<file path="src/rtl/float_align_pkg.sv">
// Shared float-format definitions for the alignment stage: width derivations
// and the unpacked operand view. Default format is IEEE-754 single precision.
package float_align_pkg;

  localparam int EXP_W = 8;
  localparam int MAN_W = 23;

  function automatic int float_width(input int exp_w, input int man_w);
    return 1 + exp_w + man_w;
  endfunction

  // Aligned mantissa: hidden + stored mantissa + guard/round/sticky.
  function automatic int align_width(input int man_w);
    return man_w + 4;
  endfunction

  localparam int FLOAT_W = float_width(EXP_W, MAN_W);
  localparam int AW_W    = align_width(MAN_W);

  typedef struct packed {
    logic             sign;
    logic [EXP_W-1:0] exp;
    logic             hidden;
    logic [MAN_W-1:0] man;
  } operand_t;

endpackage

</file>
<file path="src/rtl/float_align_shift_sticky.sv">
// Right shift of the aligned mantissa; with FLOAT_ALIGN_STICKY_EN defined,
// every bit shifted out is OR-folded into bit 0.
module float_shift_sticky #(
  parameter int AW          = 27,
  parameter int SHIFT_WIDTH = 8
) (
  input  logic [AW-1:0]          data_i,
  input  logic [SHIFT_WIDTH-1:0] shamt_i,
  output logic [AW-1:0]          data_o
);

`ifdef FLOAT_ALIGN_STICKY_EN
  logic [AW-1:0] shifted;
  logic [AW-1:0] lost_mask;
  logic          sticky;

  // Oversized shifts give shifted == 0 and an all-ones mask, so the
  // d >= AW case falls out as {zeros, |data_i} without a special branch.
  always_comb begin
    shifted   = data_i >> shamt_i;
    lost_mask = ~({AW{1'b1}} << shamt_i);
    sticky    = |(data_i & lost_mask);
    data_o    = {shifted[AW-1:1], shifted[0] | sticky};
  end
`else
  assign data_o = data_i >> shamt_i;
`endif

endmodule

</file>
<file path="src/rtl/float_align.sv">
// Two-stage operand alignment for a float adder: S1 unpacks and forms the
// exponent difference, S2 shifts rhs. Sticky folding is controlled by
// FLOAT_ALIGN_STICKY_EN.
// Handshake: a beat transfers on a rising edge where valid && ready; a
// producer holding valid keeps its data stable until that edge.
module float_align
  import float_align_pkg::*;
#(
  parameter int EXP_WIDTH = EXP_W,
  parameter int MAN_WIDTH = MAN_W
) (
  input  logic                                     clk,
  input  logic                                     rst_n,
  input  logic                                     in_valid,
  output logic                                     in_ready,
  input  logic [float_width(EXP_WIDTH,MAN_WIDTH)-1:0] lhs,
  input  logic [float_width(EXP_WIDTH,MAN_WIDTH)-1:0] rhs,
  output logic                                     out_valid,
  input  logic                                     out_ready,
  output logic                                     out_sign_l,
  output logic                                     out_sign_r,
  output logic [EXP_WIDTH-1:0]                     out_exp,
  output logic [align_width(MAN_WIDTH)-1:0]        out_man_l,
  output logic [align_width(MAN_WIDTH)-1:0]        out_man_r
);

  localparam int FLOAT_WIDTH = float_width(EXP_WIDTH, MAN_WIDTH);
  localparam int AW          = align_width(MAN_WIDTH);

  operand_t             op_l, op_r;
  logic [EXP_WIDTH-1:0] eff_l, eff_r;
  logic [EXP_WIDTH:0]   diff;
  logic [EXP_WIDTH-1:0] shamt;

  logic                 s1_valid_q, s1_valid_d;
  logic                 s1_sign_l_q, s1_sign_l_d, s1_sign_r_q, s1_sign_r_d;
  logic [EXP_WIDTH-1:0] s1_exp_q, s1_exp_d, s1_d_q, s1_d_d;
  logic [AW-1:0]        s1_man_l_q, s1_man_l_d, s1_man_r_q, s1_man_r_d;

  logic                 out_valid_q, out_valid_d;
  logic                 out_sign_l_q, out_sign_l_d, out_sign_r_q, out_sign_r_d;
  logic [EXP_WIDTH-1:0] out_exp_q, out_exp_d;
  logic [AW-1:0]        out_man_l_q, out_man_l_d, out_man_r_q, out_man_r_d;
  logic [AW-1:0]        man_r_shifted;

  logic s1_adv, s2_adv;

  assign s2_adv   = !out_valid_q || out_ready;
  assign s1_adv   = !s1_valid_q || s2_adv;
  assign in_ready = s1_adv;

  always_comb begin
    op_l = '{sign: lhs[FLOAT_WIDTH-1], exp: lhs[FLOAT_WIDTH-2 -: EXP_WIDTH],
             hidden: |lhs[FLOAT_WIDTH-2 -: EXP_WIDTH], man: lhs[MAN_WIDTH-1:0]};
    op_r = '{sign: rhs[FLOAT_WIDTH-1], exp: rhs[FLOAT_WIDTH-2 -: EXP_WIDTH],
             hidden: |rhs[FLOAT_WIDTH-2 -: EXP_WIDTH], man: rhs[MAN_WIDTH-1:0]};
    // Subnormals share the scale of exponent 1.
    eff_l = op_l.hidden ? op_l.exp : {{(EXP_WIDTH-1){1'b0}}, 1'b1};
    eff_r = op_r.hidden ? op_r.exp : {{(EXP_WIDTH-1){1'b0}}, 1'b1};
    diff  = {1'b0, eff_l} - {1'b0, eff_r};
    shamt = diff[EXP_WIDTH] ? '0 : diff[EXP_WIDTH-1:0];
  end

  float_shift_sticky #(
    .AW          (AW),
    .SHIFT_WIDTH (EXP_WIDTH)
  ) u_shift (
    .data_i  (s1_man_r_q),
    .shamt_i (s1_d_q),
    .data_o  (man_r_shifted)
  );

  always_comb begin
    s1_valid_d   = s1_valid_q;
    s1_sign_l_d  = s1_sign_l_q;
    s1_sign_r_d  = s1_sign_r_q;
    s1_exp_d     = s1_exp_q;
    s1_d_d       = s1_d_q;
    s1_man_l_d   = s1_man_l_q;
    s1_man_r_d   = s1_man_r_q;
    out_valid_d  = out_valid_q;
    out_sign_l_d = out_sign_l_q;
    out_sign_r_d = out_sign_r_q;
    out_exp_d    = out_exp_q;
    out_man_l_d  = out_man_l_q;
    out_man_r_d  = out_man_r_q;
    if (s1_adv) begin
      s1_valid_d = in_valid;
      if (in_valid) begin
        s1_sign_l_d = op_l.sign;
        s1_sign_r_d = op_r.sign;
        s1_exp_d    = eff_l;
        s1_d_d      = shamt;
        s1_man_l_d  = {op_l.hidden, op_l.man, 3'b000};
        s1_man_r_d  = {op_r.hidden, op_r.man, 3'b000};
      end
    end
    if (s2_adv) begin
      out_valid_d = s1_valid_q;
      if (s1_valid_q) begin
        out_sign_l_d = s1_sign_l_q;
        out_sign_r_d = s1_sign_r_q;
        out_exp_d    = s1_exp_q;
        out_man_l_d  = s1_man_l_q;
        out_man_r_d  = man_r_shifted;
      end
    end
  end

  always_ff @(posedge clk) begin
    if (!rst_n) begin
      s1_valid_q   <= 1'b0;
      s1_sign_l_q  <= 1'b0;
      s1_sign_r_q  <= 1'b0;
      s1_exp_q     <= '0;
      s1_d_q       <= '0;
      s1_man_l_q   <= '0;
      s1_man_r_q   <= '0;
      out_valid_q  <= 1'b0;
      out_sign_l_q <= 1'b0;
      out_sign_r_q <= 1'b0;
      out_exp_q    <= '0;
      out_man_l_q  <= '0;
      out_man_r_q  <= '0;
    end else begin
      s1_valid_q   <= s1_valid_d;
      s1_sign_l_q  <= s1_sign_l_d;
      s1_sign_r_q  <= s1_sign_r_d;
      s1_exp_q     <= s1_exp_d;
      s1_d_q       <= s1_d_d;
      s1_man_l_q   <= s1_man_l_d;
      s1_man_r_q   <= s1_man_r_d;
      out_valid_q  <= out_valid_d;
      out_sign_l_q <= out_sign_l_d;
      out_sign_r_q <= out_sign_r_d;
      out_exp_q    <= out_exp_d;
      out_man_l_q  <= out_man_l_d;
      out_man_r_q  <= out_man_r_d;
    end
  end

  assign out_valid  = out_valid_q;
  assign out_sign_l = out_sign_l_q;
  assign out_sign_r = out_sign_r_q;
  assign out_exp    = out_exp_q;
  assign out_man_l  = out_man_l_q;
  assign out_man_r  = out_man_r_q;

endmodule

</file>
<file path="config.mk">
export PLATFORM = sky130hd
export DESIGN_NAME = float_align
export DESIGN_NICKNAME = d
export VERILOG_FILES = /design/src/rtl/float_align_pkg.sv /design/src/rtl/float_align_shift_sticky.sv /design/src/rtl/float_align.sv
export SDC_FILE = /design/constraint.sdc
export NUM_CORES = 1
export LEC_CHECK = 0
export CORE_ASPECT_RATIO = 0.9
export CORE_UTILIZATION = 40
export CTS_CLUSTER_SIZE = 40
export DETAILED_ROUTE_END_ITERATION = 10
export PLACE_DENSITY = 0.62
export SLEW_MARGIN = 5
export SYNTH_ARGS = -nofsm -noshare
export SYNTH_HDL_FRONTEND = slang
export SYNTH_SLANG_ARGS = --single-unit
</file>
<file path="constraint.sdc">
create_clock -name clk -period 3.2 [get_ports clk]
set_clock_uncertainty 0.05 [all_clocks]
set_input_delay 0.48 -clock clk [delete_from_list [all_inputs] [get_ports clk]]
set_output_delay 0.48 -clock clk [all_outputs]
set_load 0.05 [all_outputs]
</file>
---- Word-level counts from Yosys, hierarchy flattened ----
Cells that the tools add are included.
word-level totals
  input bits .............................. 68
  word-level logic and storage cells ...... 26
  output and inout port bits .............. 66
  register bits after elaboration ......... 129
cells by class
  add/subtract/negate cells ............... 1
  shifts and indexed selects .............. 1
  mux-type cells .......................... 3
  reductions and logical operators ........ 8
operator list
  kind              count
  $shr 27x8->27     1
  $mux 8            3
  $reduce_or 8->1   2
  $sub 8x8->9       1
  $reduce_and 2->1  2
  $logic_not 1->1   2
  $logic_or 1x1->1  2

---- Depth between registers and ports, before layout ----
Gate-level depths: netlist of run 1.
  depth after elaboration ................. 4
  mapped depth ............................ 11
  depth with buffers taken out ............ 10

---- Hierarchy ----
A second synthesis of run 1 with hierarchy kept.
second synthesis, totals
  cells, all modules ...................... 797
  area total of the unflattened synthesis .. 6,894.1 um^2
by module, submodules not included
  module              instances  area each (um^2)  cells an instance  sequential area each (um^2)
  float_align         1          5,200.0           622                2,582.5
  float_shift_sticky  1          1,694.1           175                0.0

---- Least setup slack after synthesis of run 1 ----
OpenSTA, ideal clock, no wires.
  path kind ............................... input to register
  start ................................... input port lhs[24]
  end ..................................... register s1_d_q[3]
  required time ........................... 3.085 ns
  stages on the path ...................... 11
  path slack .............................. 0.527 ns
  path buffers ............................ 1
  setup time .............................. 0.065 ns
  arrival ................................. 2.558 ns
  path through ............................ nor4_1 -> a21oi_1 -> ha_1 -> fa_1 -> nor2b_1 -> o2111ai_1 -> a31oi_1 -> and2_1 -> clkbuf_1 -> a32oi_1 -> nor2b_1
between the ends
  word-level cells in the longest chain between the ends .. 4
ends and longest elaborated chain
  what                    RTL line            text
  start: declaration      float_align.sv:16   input logic [float_width(EXP_WIDTH,MAN_WIDTH)-1:0] lhs,
  $reduce_or 8->1         float_align.sv:54   hidden: |lhs[FLOAT_WIDTH-2 -: EXP_WIDTH], man: lhs[MAN_WIDTH-1:0]};
  $mux 8 *                float_align.sv:58   eff_l = op_l.hidden ? op_l.exp : {{(EXP_WIDTH-1){1'b0}}, 1'b1};
  $sub 8x8->9 *           float_align.sv:60   diff = {1'b0, eff_l} - {1'b0, eff_r};
  $mux 8 *                float_align.sv:61   shamt = diff[EXP_WIDTH] ? '0 : diff[EXP_WIDTH-1:0];
  end signal: assignment  float_align.sv:116  s1_d_q <= '0;
  end signal: assignment  float_align.sv:130  s1_d_q <= s1_d_d;
  end: declaration        float_align.sv:37   logic [EXP_WIDTH-1:0] s1_exp_q, s1_exp_d, s1_d_q, s1_d_d;
Every way passes the cells marked *; elsewhere a longest branch is shown, timed or not.
A chain may end at the register's enable or synchronous reset.

---- Worst setup path after layout of run 1 ----
Ends and elaborated chain as after synthesis.

==> results.toml, run 1 <==
[run_status]
run_status = "completed"

[final_layout]
fin_nets = 925
insertedDiodeCount = 0
layout.area.seq_um2 = 2580
layout_overhead_on_the_synthesized_area_pct = 32.1
drive_gt1_share_pct = 10.3
fillers = 1406
multi_input_area_um2 = 3480
final-instance-count-excl-fill = 1063
final_core_util_pct = 54.2

[yosys]
ys_warn_count = 0
synth-seq-cells = 129
asyncSetResetFlopFracSynth_pct = 0
synth_edf_count = 0
cell_area_after_technology_mapping_um2 = 6360
syn_inst = 745
netlist-cell-type-count = 56
yosysSeqAreaShare_pct = 40.6
post_synth.cell_area_avg_um2 = 8.54
ys.flop_type = "sky130_fd_sc_hd__dfxtp_1"

[worst_setup_path]
timing.critical_path.arrival_ns = 3.21
timing.critical_path.required_ns = 3.50
cp_top_family = "simple AND/OR/NAND/NOR gates"
worst_setup_path_end_kind = "register"
crit_chain = "clkdlybuf4s50_1, nor4_1, a21oi_1, ha_1, fa_1, nor2b_1, o2111ai_1, a31oi_1, and2_1, a32oi_1, nor2b_1"
critPathSlowestCell = "sky130_fd_sc_hd__clkdlybuf4s50_1"
critical_path.most_common_cell = "sky130_fd_sc_hd__nor2b_1"
path_max_fanout = 7
timing.critical_path.buf_inv = 1
worstSetupStartpointType = "primary input"
timing.setup.critical_path_class = "primary input to register"
worst_path_largest_cell_delay_ns = 0.44

[drt]
drtIter0Drc = 365
dr.pass1.iters = 6
route.vias.total = 5632
drt_drc_violations_left = 0
route.final.wire_length_um = 17000
post_drt_via_cell_ratio = 5.30
ant_nets = 0
routed_wire_length_per_instance_um = 16.0

[clock_tree]
ctsRootBufferMaster = "sky130_fd_sc_hd__clkbuf_16"
ctsHoldBuffers = 0
clock_path_buffers = 2
cts-resized-gates = 0
number_of_buffers_added_by_the_clock_tree_synthesis_step = 17
clock_sink_count = 129
post_cts_buffers = 0
htree_levels = 4
clock_tree_from_tritoncts = "done"
clk-insertion-delay-late_ns = 0.42
cts.reportedPaths.clkPinSlew_ns = 0.06

[place]
routability_driven_placement_congestion_ratio = 0.857
post-dp-hpwl_um = 12200
placed_cells = 1031
place_ws_ns = -0.0716
io_buffers = 130

[power]
total_power_mw = 4.39
power_density_nw_per_um2 = 523
total_leakage_power_nw = 3.02
ir_worst_vdd_mv = 0.391

[sta]
max_clock_freq_ghz = 0.344
tightestPinTransition_ns = 0.973
worst_slack_ns = 0.296
finalCriticalPeriod_ns = 2.90
setup_viol = 0
rsz0062_at_grt = "false"
period_share_pct = 90.8
hold_violations = 0
slew_headroom_pct = 35.0
slew_violations = 0

[global_routing]
grt_pass1_wl_um = 27700
grt_overflow_total = 0
global_route.usage.total_pct = 21.7
grt_start_max_net_pins = 112
antenna_found_initial = 0
grt_pass1_vias = 5457

[floorplan]
dieArea_um2 = 16400
die_y_um = 122
std_cell_rows = 43
floorplan.core_area_um2 = 15500
initial_core_util_pct = 41.1
floorplan.die.width_um = 135
i_o_pin_total = 134

[job]
cap_violations = 0

[hold_path]
holdCritPathClass = "register to register"
## layout make-up
type	count	area share, %
clock inverters	15	2.19
inverters	13	0.581
clock buffers	17	5.06
flip-flops and latches	129	30.8
repair buffers	146	17.0
well taps	202	3.01
multi-input cells	541	41.4
## through the flow
stage / hold slack, ns / area, µm² / TNS, ns
floorplan: 0.381 / 6370 / 0
global placement: 0.385 / 7790 / 0
CTS: 0.385 / 8400 / 0
global route: 0.410 / 8400 / 0
detailed placement: 0.392 / 7790 / -0.153
finish: 0.395 / 8400 / 0
## cell families after synthesis
group | after synthesis | share of synthesized area, %
simple gates | 297 | 20.0
xor+xnor | 3 | 0.413
flops | 129 | 40.6
compound gates | 184 | 20.9
mux | 45 | 11.2
buf+inv | 77 | 4.96
other cells | 1 | 0.0590
fa+ha+maj | 9 | 1.89
## per-layer routing
metal	GRT usage [%]	routed length, µm
met4	7.79	274
met2	33.4	7420
met3	5.74	1220
met1	29.3	8060
met5	0	0
## layout by cell type (no fill, tap or decap), types with 4 or more instances in the layout
cell and n:
sky130_fd_sc_hd__dfxtp_1 128, sky130_fd_sc_hd__clkinv_4 4, sky130_fd_sc_hd__a22o_1 7, sky130_fd_sc_hd__nor2_1 20, sky130_fd_sc_hd__nor3_1 9, sky130_fd_sc_hd__clkbuf_16 17, sky130_fd_sc_hd__nand4_1 7, sky130_fd_sc_hd__a21o_1 5
sky130_fd_sc_hd__mux2_2 9, sky130_fd_sc_hd__buf_4 15, sky130_fd_sc_hd__ha_1 8, sky130_fd_sc_hd__o21ai_0 9, sky130_fd_sc_hd__clkdlybuf4s50_1 129, sky130_fd_sc_hd__a21boi_0 72, sky130_fd_sc_hd__nand2_1 209, sky130_fd_sc_hd__nand3_1 5
sky130_fd_sc_hd__o211ai_1 4, sky130_fd_sc_hd__o21ai_1 10, sky130_fd_sc_hd__mux4_2 20, sky130_fd_sc_hd__a21boi_1 18, sky130_fd_sc_hd__nor4_1 5, sky130_fd_sc_hd__a22oi_1 13, sky130_fd_sc_hd__nor2b_1 16, sky130_fd_sc_hd__a211oi_1 4
sky130_fd_sc_hd__a21oi_1 16, sky130_fd_sc_hd__nand2b_1 4, sky130_fd_sc_hd__and2_1 8, sky130_fd_sc_hd__mux2i_1 16, sky130_fd_sc_hd__o221ai_1 4, sky130_fd_sc_hd__inv_1 12
## synthesized netlist by cell type (all sizes together), types with 12 or more instances
| master | number | area (µm²) |
|---|---|---|
| a21boi | 90 | 676 |
| inv | 12 | 45.0 |
| buf | 12 | 71.3 |
| nand2 | 211 | 792 |
| clkbuf | 52 | 195 |
| dfxtp | 129 | 2580 |
| o21ai | 19 | 95.1 |
| mux2i | 16 | 160 |
| nor2b | 16 | 100 |
| nor2 | 20 | 75.1 |
| a22oi | 13 | 97.6 |
| a21oi | 16 | 80.1 |
| mux4 | 20 | 450 |
## final timing paths
kind                               startpoint             to  slack, ns  cells after the start
worst max-delay path                  lhs[24]      s1_d_q[3]       0.30                     11
worst min-delay path            out_man_r[16]  out_man_r[16]       0.40                      2
worst max register to register      s1_d_q[0]  out_man_r[21]       0.70                      7
worst min register to register  out_man_r[16]  out_man_r[16]       0.40                      2
## report_power, final
part / total (mW) / switching (mW) / internal, mW
combinational: 0.654 / 0.363 / 0.291
clock: 1.99 / 0.754 / 1.23
sequential: 1.75 / 0.0761 / 1.68
total: 4.39 / 1.19 / 3.20
## tightest hold or removal path, delay by kind of cell (launching register included)
family          cells  cell delay, ns
flops               1            0.30
simple gates        1            0.05
compound gates      1            0.05
## registers in the layout, indices dropped and copies added, names as in the netlist
name         flops
s1_valid_q       1
s1_man_l_q      24
s1_sign_l_q      1
out_exp          8
s1_sign_r_q      1
out_valid        1
out_sign_l       1
out_man_l       24
s1_man_r_q      24
s1_d_q           8
s1_exp_q         8
out_sign_r       1
out_man_r       27
No activity file was read; power rests on OpenSTA's default activity.
==> run 2: changes to the inputs <==
==> constraint.sdc (replaced) <==
create_clock -name clk -period 3.68 [get_ports clk]
set_clock_uncertainty 0.05 [all_clocks]
set_input_delay 0.552 -clock clk [delete_from_list [all_inputs] [get_ports clk]]
set_output_delay 0.552 -clock clk [all_outputs]
set_load 0.05 [all_outputs]
==> results.toml, run 2 (same netlist as run 1, synthesis figures left out) <==
[final_layout]
layout_overhead_on_the_synthesized_area_pct = 30.3
final_area_um2 = 8290
final_core_util_pct = 53.5
layout.cells.most_common_list = "sky130_fd_sc_hd__nand2_1 (209), sky130_fd_sc_hd__clkdlybuf4s50_1 (129), sky130_fd_sc_hd__dfxtp_1 (128)"
largest_reg_flops = 27
fillers = 1412
fin_nets = 916
most_common_library_cell_in_the_layout_ignoring_fill_and_taps = "sky130_fd_sc_hd__nand2_1"
insertedDiodeCount = 0
final-instance-count-excl-fill = 1054
drive_gt1_share_pct = 9.27

[sta]
hold_violations = 0
tightestPinTransition_ns = 1.09
setup_viol = 0
max_clock_freq_ghz = 0.325
period_share_pct = 83.6
setup-tns-final_ns = 0
finalCriticalPeriod_ns = 3.08
slew_violations = 0
slew_headroom_pct = 26.7
rsz0062_at_grt = "false"

[global_routing]
grt_overflow_total = 0
antenna_found_initial = 0
grt_start_max_net_pins = 108
grt_pass1_vias = 5456
global_route.usage.total_pct = 21.5
grt_pass1_wl_um = 27500

[worst_setup_path]
ff2ff_path_depth = 4
path_max_fanout = 7
timing.setup.critical_path_class = "primary input to register"
cp_top_family = "simple AND/OR/NAND/NOR gates"
timing.critical_path.arrival_ns = 3.37
timing.critical_path.required_ns = 3.98
critPathSlowestCell = "sky130_fd_sc_hd__clkdlybuf4s50_1"
timing.critical_path.buf_inv = 1
timing.reg2reg.setup_slack_ns = 1.15
crit_chain = "clkdlybuf4s50_1, nor4_1, a21oi_1, ha_1, fa_1, nor2b_1, o2111ai_1, a31oi_1, and2_1, a32oi_1, nor2b_1"
worst_path_largest_cell_delay_ns = 0.48
critical_path.most_common_cell = "sky130_fd_sc_hd__nor2b_1"
worstSetupStartpointType = "primary input"
r2r_end = "out_man_r[10]"
worst_setup_path_end_kind = "register"
r2r_start = "s1_d_q[0]"

[hold_path]
holdCritPathClass = "register to register"
worst_min_delay_path_endpoint = "out_exp[5]"
min_delay_path_depth = 2
worstHoldStart = "s1_exp_q[5]"

[place]
post-dp-hpwl_um = 11800
place_area_um2 = 7710
routability_driven_placement_congestion_ratio = 0.879
placed_cells = 1022
io_buffers = 130

[power]
power_share_of_the_clock_group_pct = 43.8
power_switching_mw = 1.01
power_density_nw_per_um2 = 447
ir_worst_vdd_mv = 0.350
power.share.sequential_pct = 41.2
total_power_mw = 3.70
cellInternalPower_mw = 2.69
power_frac_comb_pct = 15.0
power.switching_fraction_pct = 27.4
total_leakage_power_nw = 2.94

[clock_tree]
clk-insertion-delay-late_ns = 0.42
htree_levels = 4
clock_tree_from_tritoncts = "done"
number_of_buffers_added_by_the_clock_tree_synthesis_step = 17
cts-resized-gates = 0
clock_path_buffers = 2
clock_sink_count = 129
post_cts_buffers = 0
ctsRootBufferMaster = "sky130_fd_sc_hd__clkbuf_16"
ctsHoldBuffers = 0
cts.reportedPaths.clkPinSlew_ns = 0.06

[drt]
route.vias.total = 5587
dr.pass1.iters = 7
routed_wire_length_per_instance_um = 15.9
post_drt_via_cell_ratio = 5.30
route.final.wire_length_um = 16800
ant_nets = 0
drt_drc_violations_left = 0
drtIter0Drc = 381

[floorplan]
std_cell_rows = 43
floorplan.core_area_um2 = 15500
floorplan.die.width_um = 135
initial_core_util_pct = 41.1
dieArea_um2 = 16400
i_o_pin_total = 134
die_y_um = 122

[job]
cap_violations = 0

[run_status]
run_status = "completed"
==> run 2: cell types whose count changed in the layout (fill, tap and decap cells not counted), sizes merged <==
cell      before  now
clkinv         8    3
clkinvlp       2    5
buf           17    8
bufinv         3    1
clkbuf        17   21
==> run 2: stage by stage <==
stage / setup slack [ns] / hold WS (ns)
6_report: 0.605 / 0.399
2_1_floorplan: 0.935 / 0.381
5_1_grt: 0.309 / 0.420
4_1_cts: 0.645 / 0.404
3_5_place_dp: 0.205 / 0.396
3_3_place_gp: 0.295 / 0.385
==> run 2: area by class of cell <==
type / count / area (µm²) / share of cell area [%]
multi-input cells: 541 / 3480 / 42.0
clock buffers: 21 / 470 / 5.68
inverters: 13 / 48.8 / 0.589
repair buffers: 137 / 1350 / 16.3
flip-flops and latches: 129 / 2580 / 31.2
clock inverters: 11 / 104 / 1.25
well taps: 202 / 253 / 3.05
==> run 2: layer usage <==
metal,up-vias,share of wire (%),global-route usage (%),routed length [µm]
met1,2630,48,28.9,8000
met4,0,1.4,6.95,227
met3,17,6.9,6.62,1150
li1,2766,-,-,-
met2,174,44,32.9,7380
met5,-,0,0,0
==> run 2: power by group through the flow <==
| stage | registers [mW] | clock network (mW) | logic [mW] |
|---|---|---|---|
| floorplan | 1.59 | 0 | 0.319 |
| global placement | 1.55 | 0 | 0.550 |
| detailed placement | 1.56 | 0 | 0.554 |
| CTS | 1.53 | 1.66 | 0.557 |
| global route | 1.54 | 1.72 | 0.604 |
| finish | 1.53 | 1.62 | 0.555 |
==> run 2: worst max-delay path by stage <==
stage | start | end | slack, ns | cells after the start
5_1_grt | lhs[24] | s1_d_q[3] | 0.31 | 11
3_3_place_gp | lhs[24] | s1_d_q[3] | 0.29 | 11
3_5_place_dp | lhs[24] | s1_d_q[3] | 0.20 | 11
6_report | lhs[24] | s1_d_q[3] | 0.60 | 11
2_1_floorplan | lhs[24] | s1_d_q[3] | 0.93 | 11
4_1_cts | lhs[24] | s1_d_q[3] | 0.65 | 11
==> run 2: worst register-to-register path, cell delays in order (launching register included) <==
cell and delay (ns):
sky130_fd_sc_hd__dfxtp_2 0.89, sky130_fd_sc_hd__mux4_2 0.64, sky130_fd_sc_hd__mux2_2 0.29, sky130_fd_sc_hd__a22o_1 0.23, sky130_fd_sc_hd__a221o_1 0.32
